--- src/rtl/led_pwm_fader.sv ---
// ---------------------------------------------------------------------------
// led_pwm_fader
//
// Multi-channel LED PWM generator with per-channel linear fade. A prescaler
// divides FAB_CLK down to a PWM tick; an 8-bit PWM counter runs 0..254, so one
// PWM period is 255 ticks. Each channel holds a target duty (tgt), written via
// a simple write strobe, and a current duty (cur) that drives the comparator.
// cur only changes at a period wrap, either jumping to tgt or stepping one
// count toward it, so the LED waveform never glitches mid-period.
//
// Parameters
//   NUM_CH    number of LED channels (1..16)
//   AW        write address width, max(1, clog2(NUM_CH))
//   PRESCALE  FAB_CLK cycles per PWM tick (>= 1)
//
// Ports
//   FAB_CLK     in   fabric clock, all logic on the rising edge
//   RESET       in   synchronous, active-high reset
//   ENABLE      in   1 = run counters and drive LEDs, 0 = counters held at 0, LEDs off
//   FADE        in   1 = ramp cur toward tgt one step per period, 0 = jump
//   WR_EN       in   single-cycle target write strobe
//   WR_ADDR     in   channel index for the write; indices >= NUM_CH are ignored
//   WR_DATA     in   target duty, 0 = off, 255 = fully on
//   LED         out  registered PWM outputs, active-high
//   PERIOD_END  out  one-cycle pulse in the first cycle of each new period
// ---------------------------------------------------------------------------
module led_pwm_fader #(
  parameter int NUM_CH   = 8,
  parameter int AW       = 3,
  parameter int PRESCALE = 100
) (
  input  logic              FAB_CLK,
  input  logic              RESET,
  input  logic              ENABLE,
  input  logic              FADE,
  input  logic              WR_EN,
  input  logic [AW-1:0]     WR_ADDR,
  input  logic [7:0]        WR_DATA,
  output logic [NUM_CH-1:0] LED,
  output logic              PERIOD_END
);

  // Prescaler width; a PRESCALE of 1 still needs a 1-bit counter that stays 0.
  localparam int            PW         = (PRESCALE > 1) ? $clog2(PRESCALE) : 1;
  localparam logic [PW-1:0] PRE_MAX    = PW'(PRESCALE - 1);
  localparam logic [7:0]    PWM_MAX    = 8'd254;
  localparam int            CW         = AW + 1;
  localparam logic [AW:0]   CH_LIMIT   = CW'(NUM_CH);

  logic [PW-1:0] pre_cnt;
  logic [7:0]    pwm_cnt;
  logic [7:0]    tgt [NUM_CH];
  logic [7:0]    cur [NUM_CH];

  logic tick;
  logic wrap;
  logic wr_hit;

  assign tick   = ENABLE && (pre_cnt == PRE_MAX);
  assign wrap   = tick && (pwm_cnt == PWM_MAX);
  // Extra MSB so NUM_CH itself (e.g. 8 with AW=3) is representable.
  assign wr_hit = WR_EN && ({1'b0, WR_ADDR} < CH_LIMIT);

  // -------------------------------------------------------------------------
  // Prescaler and PWM counter. Dropping ENABLE parks both at 0 so that a
  // re-enable always starts a clean, full-length period.
  // -------------------------------------------------------------------------
  always_ff @(posedge FAB_CLK) begin
    if (RESET) begin
      pre_cnt <= '0;
      pwm_cnt <= '0;
    end else if (!ENABLE) begin
      pre_cnt <= '0;
      pwm_cnt <= '0;
    end else if (tick) begin
      pre_cnt <= '0;
      pwm_cnt <= wrap ? 8'd0 : pwm_cnt + 8'd1;
    end else begin
      pre_cnt <= pre_cnt + PW'(1);
    end
  end

  // -------------------------------------------------------------------------
  // Target registers. Writes are accepted regardless of ENABLE.
  // NOTE: the duty arrays are cleared on reset because the block must come up
  // dark with no stale targets; a plain storage array would normally skip the
  // reset so it can map onto RAM.
  // -------------------------------------------------------------------------
  always_ff @(posedge FAB_CLK) begin
    if (RESET) begin
      for (int i = 0; i < NUM_CH; i++) begin
        tgt[i] <= '0;
      end
    end else if (wr_hit) begin
      tgt[WR_ADDR] <= WR_DATA;
    end
  end

  // -------------------------------------------------------------------------
  // Current duty, updated only at the period wrap.
  // NOTE: non-blocking assignments mean tgt here is the value from before this
  // edge, so a write landing on the wrap cycle takes effect one period later.
  // -------------------------------------------------------------------------
  always_ff @(posedge FAB_CLK) begin
    if (RESET) begin
      for (int i = 0; i < NUM_CH; i++) begin
        cur[i] <= '0;
      end
    end else if (wrap) begin
      for (int i = 0; i < NUM_CH; i++) begin
        if (!FADE) begin
          cur[i] <= tgt[i];
        end else if (cur[i] < tgt[i]) begin
          cur[i] <= cur[i] + 8'd1;
        end else if (cur[i] > tgt[i]) begin
          cur[i] <= cur[i] - 8'd1;
        end
      end
    end
  end

  // -------------------------------------------------------------------------
  // Registered outputs. pwm_cnt never exceeds 254, so cur=255 is solid on and
  // cur=0 is solid off.
  // -------------------------------------------------------------------------
  always_ff @(posedge FAB_CLK) begin
    if (RESET) begin
      LED        <= '0;
      PERIOD_END <= 1'b0;
    end else begin
      for (int i = 0; i < NUM_CH; i++) begin
        LED[i] <= ENABLE && (pwm_cnt < cur[i]);
      end
      PERIOD_END <= wrap;
    end
  end

endmodule

--- config.mk ---
export PLATFORM = sky130hd
export DESIGN_NAME = led_pwm_fader
export DESIGN_NICKNAME = d
export VERILOG_FILES = /design/src/rtl/led_pwm_fader.sv
export SDC_FILE = /design/constraint.sdc
export NUM_CORES = 1
export LEC_CHECK = 0
export CORE_MARGIN = 1.5
export CORE_UTILIZATION = 63
export DETAILED_ROUTE_END_ITERATION = 10
export GPL_TIMING_DRIVEN = 0
export PLACE_DENSITY = 0.81
export SLEW_MARGIN = 20
export SYNTH_ARGS = -nofsm -noshare
export SYNTH_HDL_FRONTEND = slang
export SYNTH_SLANG_ARGS = --single-unit
--- constraint.sdc ---
create_clock -name FAB_CLK -period 4.5 [get_ports FAB_CLK]
set_clock_uncertainty 0.2 [all_clocks]
set_input_delay 1.35 -clock FAB_CLK [delete_from_list [all_inputs] [get_ports FAB_CLK]]
set_output_delay 1.35 -clock FAB_CLK [all_outputs]
set_load 0.01 [all_outputs]
==> results.md <==
- The flow ran to the end, and the final reports show no timing, DRC or antenna violations.
- Wires add up to 31,620 um.
- The critical path startpoint category is a primary input.
- In this run the worst hold path is classified as flip-flop to flip-flop.
- Counting flops and latches in the post-synthesis netlist gives 152.
- The longest clock path from root to sink contains 2 buffers.
- The net count after synthesis is 1,376.
- The HPWL reported at the end of detailed placement is 22,120 um.
- Summing the sequential cell areas from Yosys gives 38.20% of the chip area.
- Hold timing on the final database bottoms out at a slack of 0.2715 ns.
- The data arrival time at the worst-slack endpoint is 4.36 ns.
- The remaining design rule violation count is 0.
- Of all flip-flops after synthesis, the portion carrying an async set or reset was 0%.
- Of the cells placed in the final design, the portion with a size suffix greater than 1 is 4.933%.
- The number of cells produced by synthesis is 1,221.
- The number of warnings printed during yosys synthesis is 0.
- The area of the placeable core is 17,420 um^2.
- The total negative slack is 0 ns.
- Registers take 4324 um^2.
- The number of diodes added for antenna fixing is 0.
- The final max-slew violation count is 0.
- At the pin with the least slew margin, the transition time is 1.149 ns.
- The area of the die is 18,780 um^2.
- The H-tree was split into 4 levels.
- After synthesis the cells add up to 11,320 um^2.
- A synthesized cell averages 9.272 um^2.
- The critical path required time is 4.39 ns.
- In this run the static leakage power is 5.187 nW.
- The initial core utilization is 65.00%.
- Before antenna repair, the detailed router went through 5 iterations.
- The number of global-route vias before repair is 9,269.
- After filler insertion, the fill cell instance count of the layout stands at 1,332.
- For the worst-skew pair, the clock arrives at the later sink with an insertion delay of 0.44 ns.
- For this block, the via count after detailed routing is 9,963.
- The setup slack after layout is 0.03286 ns.
- Dividing the final minimum period by the clock period gives 99.27%.
- The floorplan has 48 rows.
- In this run the register-to-register setup slack is 0.54 ns.
- The main flop type after synthesis is sky130_fd_sc_hd__edfxtp_1.
- Dividing total power by cell area gives a power density of 301.6 nW/um^2.
- The first global-routing pass estimated 48,820 um of wire.
- Timing would allow up to 223.9 MHz.
- Setup repair after global routing left no endpoint under its margin.
- In the final design database the tool counted 1,419 nets.
- After global routing the overflow that remains totals 0.
- The worst slack at placement is -0.4919 ns.
- The number of DRC violations after detailed-routing iteration 0 is 965.
- Entering global routing, the biggest net connects 17 pins.
- During placement, the flow inserted port buffers numbering 24.
- Using the TritonRoute via totals, the vias-per-cell ratio works out to 6.633.
- TritonCTS built the clock tree.
- The initial antenna violation count is 1.
- In this run the most critical hold path is launched from pre_cnt[0]$_SDFF_PP0_.
- The count of flip-flops with a built-in enable after synthesis is 128.
- The fraction of post-synthesis cell area in the top cell type by area is 33.95%.
- The tree is rooted in a sky130_fd_sc_hd__clkbuf_16.
- The final weighted congestion in routability-driven placement is 0.9767.
- The endpoint class of the critical path is a flip-flop.
- In the final layout, the multi-input gates occupy 6415 um^2.
- Setup violations remaining at the end of the flow were counted as 0.
- By area the synthesized netlist is led by sky130_fd_sc_hd__edfxtp_1 34%, sky130_fd_sc_hd__ha_1 15%, sky130_fd_sc_hd__inv_1 4.3%.
- The worst supply voltage drop on vdd is 0.0003418 V.
- The synthesized design spends more area on one cell type than any other, namely sky130_fd_sc_hd__edfxtp_1.
- The number of top-level pins is 25.
- The average routed wire per standard cell is 21.05 um.
- The startpoint of the most critical register-to-register path is pwm_cnt[3]$_SDFFE_PP0P_.
- The chip width is 137.1 um.
- Across the run, the number of max-cap violations was 0.
- The worst slew margin relative to its limit is 22.57%.
- For the worst flop-to-flop path, the logic depth is 7.
- The endpoint of the most critical register-to-register path is cur[1][15]$_DFFE_PP_.
- Relative to the synthesized area, the layout overhead comes to 10.49%.
- The worst setup path is of the primary input to flip-flop kind.
- The post-route minimum period is 4.467 ns.
- The number of hold violations in the final report is 0.
- The die height is 137.1 um.
- Synthesis instantiated 66 different standard cells from the library.
- For hold timing, the worst endpoint is pre_cnt[0]$_SDFF_PP0_.
- Along the worst hold path, the cell count comes to 1.
- Of all nets on the critical path, the largest fanout is 10.
- Once detail routing completed, the nets flagged for antenna violations numbered 0.
- The aggregate global-route resource usage is 34.72%.
- Buffers inserted during clock tree synthesis total 17.
- The clock sink count is 152.
- After clock tree synthesis, the clock-pin slew on the worst setup and hold paths is 0.07 ns.
-- how the worst max path moves through the flow --
stage | endpoint | startpoint | cells past startpoint | slack, ns
2_1_floorplan | cur[1][2]$_SDFFCE_PN0P_ | ENABLE | 5 | 1.24
3_3_place_gp | cur[1][12]$_DFFE_PP_ | ENABLE | 7 | -0.52
3_5_place_dp | cur[0][21]$_SDFFCE_PN0P_ | ENABLE | 7 | -0.49
4_1_cts | cur[1][12]$_DFFE_PP_ | ENABLE | 7 | 0.14
5_1_grt | cur[1][15]$_DFFE_PP_ | ENABLE | 7 | 0.03
6_report | cur[1][15]$_DFFE_PP_ | ENABLE | 7 | 0.03
-- per-layer routing --
metal	track usage [%]	vias up	share of wire, %
li1	-	4639	-
met3	6.148	111	10
met2	56.67	586	46
met1	45.63	4627	40
met5	0	-	0
met4	14.44	0	4.0
-- metrics by stage --
step	util [%]	area, um^2	total power [mW]	cells
floorplan	-	11320	2.055	1221
global placement	68.00	11840	2.210	1470
detailed placement	68.10	11860	2.231	1470
CTS	71.82	12510	3.754	1502
global route	71.82	12510	3.891	1502
finish	71.82	12510	3.773	1502
-- power breakdown --
part / leakage [nW] / total [mW] / internal (mW) / switching [mW]
clock network: 0.321 / 1.55 / 0.935 / 0.618
logic: 3.43 / 0.549 / 0.200 / 0.349
registers: 1.43 / 1.67 / 1.60 / 0.0691
total: 5.19 / 3.77 / 2.74 / 1.04
-- cells in the mapped netlist, drive strengths merged (16+ instances only) --
library cell	n
ha	139
inv	129
edfxtp	128
nand2	92
a21oi	76
nor2	72
and2	66
o21ai	65
nand3	56
nor3	38
xnor2	28
nand4	27
dfxtp	24
clkbuf	20
a31oi	16
mux2i	16
-- critical path, cell delays in order --
cell and delay [ns]:
sky130_fd_sc_hd__clkdlybuf4s50_1 0.60, sky130_fd_sc_hd__nor2b_1 0.54, sky130_fd_sc_hd__nand3_1 0.20, sky130_fd_sc_hd__nor2_2 0.41, sky130_fd_sc_hd__buf_2 0.41, sky130_fd_sc_hd__o21ai_0 0.39
sky130_fd_sc_hd__nand2_1 0.45
-- flip-flops by register name, summed over array words and instances (netlist names) --
name        flops
PERIOD_END      1
tgt            64
pwm_cnt         8
cur            64
LED             8
pre_cnt         7
-- cell usage in the layout, fill, tap and decap left out, types with 14 or more instances in the layout --
| cell type | instances |
|---|---|
| sky130_fd_sc_hd__ha_1 | 139 |
| sky130_fd_sc_hd__inv_1 | 129 |
| sky130_fd_sc_hd__edfxtp_1 | 128 |
| sky130_fd_sc_hd__nand2_1 | 92 |
| sky130_fd_sc_hd__a21oi_1 | 76 |
| sky130_fd_sc_hd__nor2_1 | 69 |
| sky130_fd_sc_hd__and2_1 | 66 |
| sky130_fd_sc_hd__o21ai_0 | 57 |
| sky130_fd_sc_hd__nand3_1 | 56 |
| sky130_fd_sc_hd__nor3_1 | 37 |
| sky130_fd_sc_hd__xnor2_1 | 28 |
| sky130_fd_sc_hd__nand4_1 | 26 |
| sky130_fd_sc_hd__dfxtp_1 | 24 |
| sky130_fd_sc_hd__clkdlybuf4s50_1 | 24 |
| sky130_fd_sc_hd__clkbuf_16 | 22 |
| sky130_fd_sc_hd__clkbuf_1 | 20 |
| sky130_fd_sc_hd__mux2i_1 | 16 |
| sky130_fd_sc_hd__a31oi_1 | 15 |
| sky130_fd_sc_hd__o221ai_1 | 14 |
-- cells by family after synthesis --
family	after synthesis	synth area share, %
and+or+nand+nor	417	18.98
AOI/OAI and AO/OA	304	18.09
buffers and inverters	159	5.327
DFF	152	38.20
adders and majority gates	139	15.36
xor gates and xnor gates	34	2.630
muxes	16	1.415
-- timing repair --
item                       in CTS  in global routing
hold buffers                    0                  0
buffers inserted                0                  0
setup endpoints to repair      16                  0
gates resized for setup         2                  0
-- cell type report --
| class | count | share of cell area (%) |
|---|---|---|
| plain buffers | 27 | 0.8703 |
| clock buffers | 23 | 4.431 |
| clock inverters | 9 | 0.7102 |
| inverters | 132 | 3.961 |
| multi-input cells | 910 | 51.29 |
| flip-flops and latches | 152 | 34.57 |
| well taps | 225 | 2.251 |
| repair buffers | 24 | 1.921 |
(Power assumes the default switching activity.)
